--- src/rtl/snk68_bus_pkg.sv ---
// Shared 68000 bus types: region direction codes, cycle states,
// and the per-PCB region tables the system top drives onto cfg_*.
package snk68_bus_pkg;

    localparam logic [1:0] DIR_RW  = 2'b00;
    localparam logic [1:0] DIR_RO  = 2'b01;
    localparam logic [1:0] DIR_WO  = 2'b10;
    localparam logic [1:0] DIR_OFF = 2'b11;

    localparam int DEF_TIMEOUT = 255;
    localparam int DEF_WS_W    = 4;

    localparam int PCB_N  = 16;
    localparam int PCB_AW = 24;

    typedef enum logic [2:0] {
        ST_IDLE,
        ST_WAIT,
        ST_EXT,
        ST_ACK,
        ST_ERR
    } state_t;

    typedef enum logic [1:0] {
        BOARD_A7007_A8007,
        BOARD_A7008,
        BOARD_A7008_SS
    } board_t;

    typedef struct packed {
        logic [PCB_N*PCB_AW-1:0]   base;
        logic [PCB_N*PCB_AW-1:0]   mask;
        logic [PCB_N-1:0]          en;
        logic [PCB_N*2-1:0]        dir;
        logic [PCB_N*DEF_WS_W-1:0] ws;
        logic [PCB_N-1:0]          ext;
    } pcb_table_t;

    function automatic logic dir_ok(input logic [1:0] d, input logic rw);
        logic ok;
        unique case (d)
            DIR_RW:  ok = 1'b1;
            DIR_RO:  ok = rw;
            DIR_WO:  ok = !rw;
            default: ok = 1'b0;
        endcase
        return ok;
    endfunction

    function automatic pcb_table_t put_region(
        input pcb_table_t           t,
        input int                   i,
        input logic [PCB_AW-1:0]    b,
        input logic [PCB_AW-1:0]    m,
        input logic [1:0]           d,
        input logic [DEF_WS_W-1:0]  w,
        input logic                 x
    );
        pcb_table_t r;
        r = t;
        r.base[i*PCB_AW +: PCB_AW]     = b;
        r.mask[i*PCB_AW +: PCB_AW]     = m;
        r.en[i]                        = 1'b1;
        r.dir[i*2 +: 2]                = d;
        r.ws[i*DEF_WS_W +: DEF_WS_W]   = w;
        r.ext[i]                       = x;
        return r;
    endfunction

    // Region 1 (sound latch word) sits inside region 5 (IO block) on
    // purpose: the lower index takes priority for the latch address.
    function automatic pcb_table_t build_table(input board_t p);
        pcb_table_t t;
        logic [PCB_AW-1:0] rom_mask;
        logic [PCB_AW-1:0] spr_mask;
        t = '0;
        rom_mask = (p == BOARD_A7008_SS) ? 24'hf80000 : 24'hfc0000;
        spr_mask = (p == BOARD_A7007_A8007) ? 24'hffc000 : 24'hff8000;
        t = put_region(t, 0, 24'h000000, rom_mask,    DIR_RO, 4'd0, 1'b1);
        t = put_region(t, 1, 24'h080000, 24'hfffffe, DIR_RW, 4'd0, 1'b0);
        t = put_region(t, 2, 24'h040000, 24'hffc000, DIR_RW, 4'd0, 1'b0);
        t = put_region(t, 3, 24'h0c0000, 24'hfffffe, DIR_RO, 4'd1, 1'b0);
        t = put_region(t, 4, 24'h200000, spr_mask,    DIR_RW, 4'd1, 1'b0);
        t = put_region(t, 5, 24'h080000, 24'hfc0000, DIR_RW, 4'd2, 1'b0);
        t = put_region(t, 6, 24'h100000, 24'hfff000, DIR_RW, 4'd0, 1'b0);
        t = put_region(t, 7, 24'h400000, 24'hfff000, DIR_RW, 4'd3, 1'b0);
        return t;
    endfunction

    localparam pcb_table_t pcb_A7007_A8007 = build_table(BOARD_A7007_A8007);
    localparam pcb_table_t pcb_A7008       = build_table(BOARD_A7008);
    localparam pcb_table_t pcb_A7008_SS    = build_table(BOARD_A7008_SS);

endpackage

--- src/rtl/region_match_prio.sv ---
// Combinational N-way region compare with lowest-index priority.
// Outputs the winning region as hit flag, binary index and one-hot.
module region_match_prio
    import snk68_bus_pkg::*;
#(
    parameter int N_REGIONS = 16,
    parameter int AW        = 24,
    parameter int IDX_W     = 4
) (
    input  logic [AW-1:0]           addr,
    input  logic                    rw,
    input  logic [N_REGIONS*AW-1:0] base,
    input  logic [N_REGIONS*AW-1:0] mask,
    input  logic [N_REGIONS-1:0]    en,
    input  logic [N_REGIONS*2-1:0]  dir,
    output logic                    hit,
    output logic [IDX_W-1:0]        idx,
    output logic [N_REGIONS-1:0]    onehot
);

    logic [N_REGIONS-1:0] match;

    // Per-region address, enable and direction test.
    always_comb begin
        match = '0;
        for (int i = 0; i < N_REGIONS; i++) begin
            match[i] = (((addr ^ base[i*AW +: AW]) & mask[i*AW +: AW]) == '0)
                     && en[i]
                     && dir_ok(dir[i*2 +: 2], rw);
        end
    end

    // Scan from the top so the lowest matching index is the last written.
    always_comb begin
        hit    = 1'b0;
        idx    = '0;
        onehot = '0;
        for (int i = N_REGIONS - 1; i >= 0; i--) begin
            if (match[i]) begin
                hit       = 1'b1;
                idx       = IDX_W'(i);
                onehot    = '0;
                onehot[i] = 1'b1;
            end
        end
    end

endmodule

--- src/rtl/m68k_region_decoder.sv ---
// Registered 68000 chip-select decoder and DTACK/BERR cycle controller
// with per-region wait states, external ready and open-bus timeout.
module m68k_region_decoder
    import snk68_bus_pkg::*;
#(
    parameter int N_REGIONS = 16,
    parameter int AW        = 24,
    parameter int WS_W      = DEF_WS_W,
    parameter int TIMEOUT   = DEF_TIMEOUT,
    parameter int IDX_W     = 4
) (
    input  logic                      clk,
    input  logic                      reset_n,
    input  logic [AW-1:0]             m68k_a,
    input  logic                      m68k_as_n,
    input  logic                      m68k_rw,
    input  logic [N_REGIONS*AW-1:0]   cfg_base,
    input  logic [N_REGIONS*AW-1:0]   cfg_mask,
    input  logic [N_REGIONS-1:0]      cfg_en,
    input  logic [N_REGIONS*2-1:0]    cfg_dir,
    input  logic [N_REGIONS*WS_W-1:0] cfg_ws,
    input  logic [N_REGIONS-1:0]      cfg_ext,
    input  logic                      ext_ready,
    output logic [N_REGIONS-1:0]      cs,
    output logic [IDX_W-1:0]          cs_idx,
    output logic                      cs_valid,
    output logic                      dtack_n,
    output logic                      berr_n,
    output logic                      unmapped
);

    localparam int TW = $clog2(TIMEOUT + 1);
    localparam logic [TW-1:0] TMO  = TW'(TIMEOUT);
    localparam logic [TW-1:0] TMAX = '1;

    logic                 hit;
    logic [IDX_W-1:0]     idx;
    logic [N_REGIONS-1:0] onehot;

    state_t               state;
    logic [WS_W-1:0]      ws_cnt;
    logic                 ext_sel;
    logic [TW-1:0]        tcnt;
    logic [TW-1:0]        tcnt_nxt;
    logic                 tmo;
    logic [WS_W-1:0]      ws_sel;
    logic                 ext_cfg;

    region_match_prio #(
        .N_REGIONS (N_REGIONS),
        .AW        (AW),
        .IDX_W     (IDX_W)
    ) u_match (
        .addr   (m68k_a),
        .rw     (m68k_rw),
        .base   (cfg_base),
        .mask   (cfg_mask),
        .en     (cfg_en),
        .dir    (cfg_dir),
        .hit    (hit),
        .idx    (idx),
        .onehot (onehot)
    );

    // Winning region's timing, plus the saturating timeout step.
    always_comb begin
        ws_sel   = cfg_ws[int'(idx)*WS_W +: WS_W];
        ext_cfg  = cfg_ext[idx];
        tcnt_nxt = (tcnt == TMAX) ? tcnt : tcnt + TW'(1);
        tmo      = (tcnt_nxt >= TMO);
    end

    // Bus cycle FSM; as_n high in any active state ends the cycle.
    always_ff @(posedge clk) begin
        if (!reset_n) begin
            state    <= ST_IDLE;
            cs       <= '0;
            cs_idx   <= '0;
            cs_valid <= 1'b0;
            dtack_n  <= 1'b1;
            berr_n   <= 1'b1;
            unmapped <= 1'b0;
            ws_cnt   <= '0;
            ext_sel  <= 1'b0;
            tcnt     <= '0;
        end else begin
            unmapped <= 1'b0;
            if (state != ST_IDLE && m68k_as_n) begin
                state    <= ST_IDLE;
                cs       <= '0;
                cs_idx   <= '0;
                cs_valid <= 1'b0;
                dtack_n  <= 1'b1;
                berr_n   <= 1'b1;
                ws_cnt   <= '0;
                tcnt     <= '0;
            end else begin
                unique case (state)
                    ST_IDLE: begin
                        tcnt <= '0;
                        if (!m68k_as_n) begin
                            if (hit) begin
                                cs       <= onehot;
                                cs_idx   <= idx;
                                cs_valid <= 1'b1;
                                ws_cnt   <= ws_sel;
                                ext_sel  <= ext_cfg;
                                state    <= ST_WAIT;
                            end else begin
                                unmapped <= 1'b1;
                                state    <= ST_ERR;
                            end
                        end
                    end
                    ST_WAIT: begin
                        tcnt <= tcnt_nxt;
                        if (tmo) begin
                            state  <= ST_ERR;
                            berr_n <= 1'b0;
                        end else if (ws_cnt == '0) begin
                            if (ext_sel) begin
                                state <= ST_EXT;
                            end else begin
                                state   <= ST_ACK;
                                dtack_n <= 1'b0;
                            end
                        end else begin
                            ws_cnt <= ws_cnt - WS_W'(1);
                        end
                    end
                    ST_EXT: begin
                        tcnt <= tcnt_nxt;
                        if (tmo) begin
                            state  <= ST_ERR;
                            berr_n <= 1'b0;
                        end else if (ext_ready) begin
                            state   <= ST_ACK;
                            dtack_n <= 1'b0;
                        end
                    end
                    ST_ACK: begin
                        tcnt <= tcnt_nxt;
                    end
                    ST_ERR: begin
                        tcnt <= tcnt_nxt;
                        if (tmo) begin
                            berr_n <= 1'b0;
                        end
                    end
                    default: begin
                        state <= ST_IDLE;
                    end
                endcase
            end
        end
    end

endmodule

--- config.mk ---
export PLATFORM = sky130hd
export DESIGN_NAME = m68k_region_decoder
export DESIGN_NICKNAME = d
export VERILOG_FILES = /design/src/rtl/snk68_bus_pkg.sv /design/src/rtl/region_match_prio.sv /design/src/rtl/m68k_region_decoder.sv
export SDC_FILE = /design/constraint.sdc
export NUM_CORES = 1
export LEC_CHECK = 0
export ABC_AREA = 0
export CORE_AREA = 2 2 365 367
export CTS_BUF_LIST = sky130_fd_sc_hd__clkbuf_8
export DETAILED_ROUTE_END_ITERATION = 12
export DIE_AREA = 0 0 367 369
export DONT_BUFFER_PORTS = 1
export PLACE_DENSITY = 0.3
export SLEW_MARGIN = 20
export SYNTH_ARGS = -nofsm -noshare
export SYNTH_HDL_FRONTEND = slang
export SYNTH_SLANG_ARGS = --single-unit
--- constraint.sdc ---
create_clock -name clk -period 3.9 [get_ports clk]
set_input_delay 0.39 -clock clk [delete_from_list [all_inputs] [get_ports clk]]
set_output_delay 0.39 -clock clk [all_outputs]
set_load 0.01 [all_outputs]
==> impl_metrics.py <==
metrics = {
    "grt": {
        "gr-usage-all-layers": 0.1801,
        "grt_max_degree": 22,
        "grt_pass1_wl_um": 159200,
        "gr-total-overflow": 0,
        "grt_pass1_vias": 14290,
        "antenna_found_initial": 31,
    },
    "floorplanning": {
        "io_pins": 949,
        "die-area_um2": 135400,
        "die_h_um": 369,
        "core_area_um2": 131100,
        "die-width_um": 367,
        "num_rows": 133,
        "start_util": 0.08623,
    },
    "timing": {
        "worst_pin_slew_ps": 858.5,
        "hold_ws_ps": 183.2,
        "setup-violations-final": 0,
        "drv_slew": 0,
        "skew_ps": 14.95,
        "max_freq_ghz": 0.2853,
        "hold_violations": 0,
        "period_share": 0.8987,
        "relSlewSlack": 0.4196,
        "rsz0062_at_grt": "false",
        "period_needed_ps": 3505,
        "fin_setup_tns_ps": 0,
    },
    "clock_network": {
        "htree_levels": 2,
        "clkSinkCount": 40,
        "cts_resized": 0,
        "cts_setup_buffers": 0,
        "cts_tree": "built",
        "ctsHoldBuffers": 0,
        "clk_latency_ps": 310,
        "cts_root_buffer": "clkbuf_8",
        "numCtsBuffers": 5,
        "clkSlewWorstSetupHoldPaths_ps": 100,
        "cts_max_path_buffers": 2,
    },
    "critical_path": {
        "crit_fanout": 16,
        "start_kind": "input port",
        "cp.required_ps": 4160,
        "worstPathArrival_ps": 3770,
        "end_kind": "flip-flop",
        "crit_type": "input port to flip-flop",
    },
    "finish": {
        "register_area_um2": 800.8,
        "multi_input_area_um2": 9968,
        "final_net_count": 2412,
        "fillers": 15490,
        "syn_to_final_growth_pct": 23.32,
        "layout_common_cells": "386 x xor2_1, 306 x a22oi_1, 128 x nand2_1, 101 x nand4_1, 90 x buf_4",
        "drive_gt1_frac": 0.1077,
        "finalInstanceArea_um2": 13940,
        "fin_cells": 3260,
        "final_common_cell": "xor2_1",
    },
    "detailed_routing": {
        "vias_per_cell": 4.205,
        "postRouteAntennaNets": 0,
        "wl_per_cell_um": 39.58,
        "first_iter_violations": 1222,
        "wirelength_um": 129000,
        "drtPass1Iterations": 5,
        "vias": 13710,
        "drc": 0,
    },
    "yosys": {
        "syn-mean-instance-area_um2": 7.739,
        "synth-async-reset-ratio": 0,
        "syn-instance-count": 1461,
        "synth_seq_cells": 40,
        "synthesis.area_um2": 11310,
        "yosys_warnings": 0,
        "ys_seq_area_frac": 0.07082,
        "synth_edf_count": 0,
        "syn-num-nets": 2388,
        "synthFlopType": "dfxtp_1",
        "synth_cell_types": 78,
    },
    "power": {
        "p_per_area_nw_per_um2": 137.8,
        "ir_worst_vdd_mv": 0.1366,
        "p_leak_nw": 4.675,
    },
    "placement": {
        "place.gp.congestion": 0.9471,
        "dpl.hpwl_um": 113800,
        "placed_cell_area_um2": 13780,
        "port-buffer-count": 0,
        "post-place-cells": 3233,
    },
    "status": {
        "status": "finished, final reports clean",
    },
    "flow_run": {
        "maxCapViolCount": 0,
    },
    "hold_path": {
        "hold_path_class": "input port to flip-flop",
    },
}
worst max-delay path, stage by stage:
cell and delay [ps]:
mux2i_1 320, and2_0 220, nand4_1 150, or4_1 740, a21oi_1 340, o221ai_2 180
a21oi_4 400, buf_4 260, mux2i_1 90, mux2_2 260, a211oi_1 240, o31a_1 140
state kept, by name, summed over array words and instances (netlist names):
| register | flops |
|---|---|
| ext_sel | 1 |
| dtack_n | 1 |
| ws_cnt | 4 |
| berr_n | 1 |
| tcnt | 8 |
| cs_idx | 4 |
| state | 3 |
| cs_valid | 1 |
| unmapped | 1 |
| cs | 16 |
area by class of cell:
type / instances / area share
inverters: 16 / 0.004307
clock buffers: 5 / 0.004935
multi-input cells: 1328 / 0.7149
diodes: 19 / 0.003410
clock inverters: 3 / 0.003320
flip-flops and latches: 40 / 0.05743
repair buffers: 94 / 0.05420
well taps: 1755 / 0.1575
through the flow:
| stage | util | power [mW] | worst slack [ps] |
|---|---|---|---|
| floorplan | - | 1.284 | 551.8 |
| global placement | 0.1050 | 1.551 | -84.94 |
| detailed placement | 0.1051 | 1.543 | -42.03 |
| CTS | 0.1060 | 1.929 | 268.5 |
| global route | 0.1061 | 2.036 | 83.33 |
| finish | 0.1063 | 1.921 | 394.9 |
Yosys cell counts, drive strengths merged (5+ instances only):
library cell,n,area share
o211ai,7,0.0046
a21oi,40,0.019
a311o,5,0.0044
or2,6,0.0033
and2,26,0.014
nand4,101,0.056
xor2,386,0.30
o21ai,13,0.0058
a221oi,6,0.0046
nor2b,7,0.0039
or4,15,0.010
nor2,45,0.015
a211oi,5,0.0044
mux2,7,0.0070
dfxtp,40,0.071
a222oi,12,0.011
nor4b,15,0.016
nand3,17,0.0075
mux2i,48,0.042
or3,5,0.0028
inv,16,0.0053
nor3,19,0.0084
nand2b,7,0.0039
buf,61,0.051
nor3b,6,0.0040
nand2,128,0.042
a22oi,310,0.21
o41ai,8,0.0062
nor4,29,0.018
o211a,5,0.0044
clkbuf,16,0.0053
routing by layer:
layer | part of all wire | up-vias | track usage | routed length, um
li1 | - | 5719 | - | -
met1 | 0.35 | 6761 | 0.1886 | 45180
met2 | 0.51 | 982 | 0.3323 | 66020
met3 | 0.091 | 233 | 0.05439 | 11710
met4 | 0.047 | 12 | 0.07472 | 6027
met5 | 0.00074 | - | 0 | 96
logic make-up (layout without fill, tap and decap cells):
group,after synthesis,after routing,synth area share
multiplexers,55,55,0.04946
AO/OA/AOI/OAI,448,448,0.3030
other,0,19,0
buffers and inverters,93,118,0.06130
AND/OR/NAND/NOR,434,434,0.2119
adder cells (fa/ha/maj),2,2,0.002213
flip-flops,40,40,0.07082
XOR/XNOR,389,389,0.3013
power by group:
part	leakage, nW	total [mW]	internal [mW]	switching (mW)
logic	4.30	1.13	0.478	0.651
registers	0.323	0.420	0.411	0.00856
clock network	0.0549	0.373	0.193	0.179
worst paths after layout:
kind	start	end	slack [ps]	depth (start not counted)
max	m68k_rw	ext_sel$_SDFFE_PN0P_	390	12
min	reset_n	unmapped$_SDFF_PP0_	180	2
max reg2reg	tcnt[0]$_SDFFE_PP0P_	ws_cnt[3]$_SDFFE_PP0P_	700	13
min reg2reg	cs_idx[1]$_SDFFE_PP0P_	cs_idx[1]$_SDFFE_PP0P_	530	2
(Power assumes the default switching activity.)
